File: config.mk
export PLATFORM = sky130hd
export DESIGN_NAME = sync_fifo
export DESIGN_NICKNAME = d
export VERILOG_FILES = /design/src/rtl/sync_fifo.sv
export SDC_FILE = /design/constraint.sdc
export NUM_CORES = 1
export LEC_CHECK = 0
export BUFFER_PORTS_ARGS = -buffer_cell sky130_fd_sc_hd__buf_2
export CAP_MARGIN = 40
export CORE_MARGIN = 5
export CORE_UTILIZATION = 55
export DETAILED_ROUTE_END_ITERATION = 12
export PLACE_DENSITY = 0.83
export SYNTH_ARGS = -nofsm -noshare
export SYNTH_HDL_FRONTEND = slang
export SYNTH_SLANG_ARGS = --single-unit
File: constraint.sdc
create_clock -name i_clk -period 5.73 [get_ports i_clk]
set_input_delay 0.8595 -clock i_clk [delete_from_list [all_inputs] [get_ports i_clk]]
set_output_delay 0.8595 -clock i_clk [all_outputs]
set_load 0.005 [all_outputs]
File: src/rtl/sync_fifo.sv
// ----------------------------------------------------------------------------
// sync_fifo
//
// Synchronous first-word-fall-through FIFO with fill-level reporting. Holds
// per-request side information (e.g. sub-word address lanes) between request
// acceptance and response return in AXI4-lite width converters.
//
// Parameters:
//   BW      - data word width in bits (>=1)
//   LGFLEN  - log2 of FIFO depth; depth = 2^LGFLEN entries (>=1)
//
// Ports:
//   i_clk    in   1         clock, all state updates on rising edge
//   i_reset  in   1         asynchronous, active-high reset
//   i_wr     in   1         write request
//   i_data   in   BW        write data
//   o_full   out  1         FIFO holds 2^LGFLEN entries
//   o_fill   out  LGFLEN+1  current entry count, 0..2^LGFLEN
//   i_rd     in   1         read/pop request
//   o_data   out  BW        head entry (first-word-fall-through)
//   o_empty  out  1         FIFO holds 0 entries
//
// Build option:
//   SYNC_FIFO_WRITE_ON_FULL_EN - when defined, a write presented while full
//   is accepted if a pop happens in the same cycle (the freed slot is reused).
//   When undefined, any write while full is dropped.
//
// Handshake: a write transfers on a rising edge when i_wr is high and the
// FIFO can take it (!o_full, or a same-cycle pop with the build option); a
// read transfers when i_rd is high and !o_empty. o_data is the head entry
// and is meaningful only while !o_empty. Requests that cannot transfer are
// silently dropped; the requester must watch o_full / o_empty.
// ----------------------------------------------------------------------------
module sync_fifo #(
    parameter int BW     = 8,
    parameter int LGFLEN = 4
) (
    input  logic              i_clk,
    input  logic              i_reset,
    input  logic              i_wr,
    input  logic [BW-1:0]     i_data,
    output logic              o_full,
    output logic [LGFLEN:0]   o_fill,
    input  logic              i_rd,
    output logic [BW-1:0]     o_data,
    output logic              o_empty
);

    localparam logic [LGFLEN:0] PTR_ONE = (LGFLEN+1)'(1);
    localparam logic [LGFLEN:0] DEPTH   = {1'b1, {LGFLEN{1'b0}}};

    // Pointers carry one extra bit so that full (difference == DEPTH) and
    // empty (difference == 0) are distinguishable without a separate flag.
    logic [LGFLEN:0] wr_ptr;
    logic [LGFLEN:0] rd_ptr;
    logic [BW-1:0]   mem [0:(1<<LGFLEN)-1];

    logic w_ok;
    logic r_ok;

`ifdef SYNC_FIFO_WRITE_ON_FULL_EN
    // While full, a same-cycle pop frees the head slot, which is the very
    // slot the write pointer addresses; the head is read out combinationally
    // before the edge, so reusing it is safe.
    assign w_ok = i_wr && (!o_full || i_rd);
`else
    assign w_ok = i_wr && !o_full;
`endif

    assign r_ok = i_rd && !o_empty;

    always_ff @(posedge i_clk or posedge i_reset) begin
        if (i_reset) begin
            wr_ptr <= '0;
            rd_ptr <= '0;
        end else begin
            if (w_ok)
                wr_ptr <= wr_ptr + PTR_ONE;
            if (r_ok)
                rd_ptr <= rd_ptr + PTR_ONE;
        end
    end

    // Storage is intentionally not reset; stale contents are never visible
    // because o_data is don't-care while empty.
    always_ff @(posedge i_clk) begin
        if (w_ok)
            mem[wr_ptr[LGFLEN-1:0]] <= i_data;
    end

    // Fill and both flags are derived from the registered pointers, so they
    // agree in every cycle and follow reset asynchronously.
    assign o_fill  = wr_ptr - rd_ptr;
    assign o_empty = (o_fill == '0);
    assign o_full  = (o_fill == DEPTH);

    // No write-to-read bypass: a word written into an empty FIFO shows up
    // here the cycle after the write.
    assign o_data  = mem[rd_ptr[LGFLEN-1:0]];

endmodule

==> out/metrics.yaml <==
outcome:
  status: "completed"
setup_path:
  setup.worst_path.end_class: "output pin"
  crit_type: "flip-flop to output pin"
  critPathRequiredTime_ps: 4870
  arrival_ps: 3460
  timing.rr.end: "mem[9][3]"
  startpoint_type: "flip-flop"
  cp-endpoint: "o_empty"
  r2r-start: "rd_ptr[2]"
  path_max_fanout: 26
  worstSetupStartpoint: "rd_ptr[2]"
  reg2reg_depth: 8
  r2r_slack_ps: 1800
clocking:
  clockRootBuffer: "clkbuf_8"
  cts_setup_buffers: 0
  clock_latency_ps: 510
  clockBufferDepth: 2
  ctsHoldBuffers: 0
  cts.sink_count: 138
  cts_tree: "done"
  cts_buffers: 17
  clk_pin_slew_ps: 60
  cts.repair.resized: 0
  htreeDepth: 4
power:
  power_density_mw_per_mm2: 546
  p_leak_nw: 2.31
  ir_worst_vdd_v: 0.000332
  total_power_mw: 3.54
synth:
  synth_seq_cells: 138
  ys_types: 33
  yosysTopAreaCellShare_pct: 67.4
  yosys-top-cells-area: "edfxtp_1, mux4_2, dfrtp_1, nand2_1, and3_1"
  syn_avg_cell_area_um2: 18.3
  postSynthCellCount: 312
  synth_top_cell_by_area: "edfxtp_1"
  synth_compound_area_share_pct: 2.54
  synthAdderAreaFrac_pct: 2.33
  netlist_area_mm2: 0.00570
  synth.mux.area_fraction_pct: 13.0
  yosysWarnings: 0
  synth_top_family_by_area: "multiplexers"
  synth-simple-area-share_pct: 6.45
  synth_seq_area_share_pct: 71.8
  synth-xor-area-share_pct: 1.97
  synth_nets: 334
final_layout:
  fill_cells: 698
  drive_gt1_share_pct: 27.3
  areaGrowthSynthToFinish_pct: 13.9
  nNetsFinal: 368
  antenna_cells: 0
route:
  route.detailed.drc: 0
  ant_nets: 0
  avgRoutedWirePerCell_um: 24.2
  vias: 3036
  vias_per_cell: 6.13
  wirelength_mm: 12.0
  first_iter_violations: 355
  dr.pass1.iters: 7
job:
  maxCapViolCount: 0
sta:
  relSlewSlack_pct: 35.5
  postLayoutSetupSlackWorst_ps: 1410
  drv_slew: 0
  rsz0062_at_grt: "no"
  worstMarginPinSlew_ps: 968
  tns_ps: 0
  setup_viol: 0
  finalClockSkew_ps: 9.38
  fmax_mhz: 231
  fin_crit_sh_pct: 75.4
  period_minus_slack_ps: 4320
  hold_viol_final: 0
hold_path:
  min_path_type: "input pin to asynchronous set/reset pin"
floorplanning:
  io_pins: 27
  initial_utilization_pct: 55.8
  die_h_um: 112
  core_area_mm2: 0.0102
  dieArea_mm2: 0.0125
  fp-row-count: 37
  die_x_um: 112
grt:
  antenna_found_initial: 0
  grt_max_degree: 36
  grt_pass1_vias: 3068
  grt_overflow: 0
  grt_use_total_pct: 20.4
  grt_pass1_wl_mm: 18.3
place:
  post-dp-hpwl_mm: 7.93
  routabilityCongestion: 0.859
  port_buffers: 26
  pre_cts_slack_ps: 1900
## critical path, cell delays in order, from the launching register on
cell	delay, ps
dfrtp_1	980
inv_1	440
ha_1	490
nand2b_1	80
a21oi_1	230
xor2_2	330
inv_2	140
a21oi_1	130
buf_2	130
## metrics by stage
stage                     hold slack [ps]  utilization, %  instances  cell area, um^2
after floorplan                       460               -        312             5700
after global placement                473            58.1        461             5940
after detailed placement              483            58.3        462             5970
after CTS                             320            63.4        494             6490
after global routing                  346            63.5        495             6490
final                                 328            63.5        495             6490
## power by group
part / internal, mW / leakage, nW / total [mW] / switching [mW]
registers: 1.24 / 1.27 / 1.36 / 0.117
logic: 0.547 / 0.793 / 1.24 / 0.695
clock network: 0.535 / 0.242 / 0.943 / 0.409
## how the worst min path moves through the flow
stage | slack, ps | cells past startpoint | endpoint | startpoint
2_1_floorplan | 460 | 1 | wr_ptr[4] | wr_ptr[4]
3_3_place_gp | 470 | 1 | rd_ptr[4] | rd_ptr[4]
3_5_place_dp | 480 | 1 | rd_ptr[4] | rd_ptr[4]
4_1_cts | 320 | 2 | wr_ptr[3] | i_reset
5_1_grt | 350 | 2 | wr_ptr[3] | i_reset
6_report | 330 | 2 | wr_ptr[3] | i_reset
## final cells by class
type                    count  area, um^2  area share, %
clock inverters            12        92.6           1.43
well taps                 136         170           2.62
inverters                  10        37.5          0.578
flip-flops and latches    138        4100           63.1
repair buffers             29         173           2.66
multi-input cells         150        1500           23.1
clock buffers              20         425           6.55
## cell usage in the layout (no fill, tap or decap), types with 2 or more instances in the layout
| cell type | synthesis | routed |
|---|---|---|
| xnor2_1 | 3 | 3 |
| buf_4 | 4 | 2 |
| xor2_1 | 8 | 8 |
| clkbuf_16 | 0 | 16 |
| nand4_1 | 3 | 3 |
| clkbuf_1 | 5 | 3 |
| a31oi_1 | 8 | 8 |
| nor2_1 | 3 | 3 |
| clkinv_4 | 0 | 3 |
| nand2_1 | 35 | 35 |
| clkinv_2 | 0 | 2 |
| mux4_2 | 32 | 32 |
| nor2b_1 | 2 | 2 |
| and3_1 | 20 | 20 |
| and2_1 | 4 | 4 |
| mux2_2 | 2 | 2 |
| nand3_1 | 2 | 2 |
| inv_6 | 0 | 3 |
| dfrtp_1 | 10 | 9 |
| ha_1 | 9 | 9 |
| inv_1 | 8 | 8 |
| clkinvlp_4 | 0 | 4 |
| edfxtp_1 | 128 | 128 |
| a21oi_1 | 9 | 9 |
| buf_2 | 3 | 26 |
## flip-flops by register name, indices dropped and copies added, names as in the netlist
signal,cells
rd_ptr,5
mem,128
wr_ptr,5
## synthesized netlist by cell type
cell,number
a31oi_1,8
edfxtp_1,128
clkbuf_1,5
and2_1,4
and3_1,20
nand2_4,1
dfrtp_1,10
xor2_2,1
nand2_1,35
a21boi_1,1
nor2b_1,2
a211o_1,1
mux4_2,32
mux2_2,2
clkinv_1,1
buf_1,2
a21boi_4,1
xor2_1,8
buf_4,4
nand3_1,2
inv_2,1
and3b_1,1
inv_1,8
ha_1,9
nand3b_1,1
nor2_1,3
nand4_1,3
xnor2_1,3
buf_2,3
a2111oi_2,1
nand2b_1,1
a21oi_1,9
fa_1,1
## logic make-up after synthesis
logic type / after synthesis
AO/OA/AOI/OAI: 21
XOR/XNOR: 12
adder cells (fa/ha/maj): 10
buffers and inverters: 24
flip-flops: 138
multiplexers: 34
AND/OR/NAND/NOR: 73
## metal layers
layer / global-route usage, % / up-vias / wire (um)
met5: 0 / - / 0
met4: 7.06 / 0 / 212
met3: 4.78 / 21 / 969
met2: 33.8 / 181 / 6290
met1: 26.9 / 1536 / 4520
li1: - / 1298 / -
Note: power is estimated with default switching activity, not from simulation.
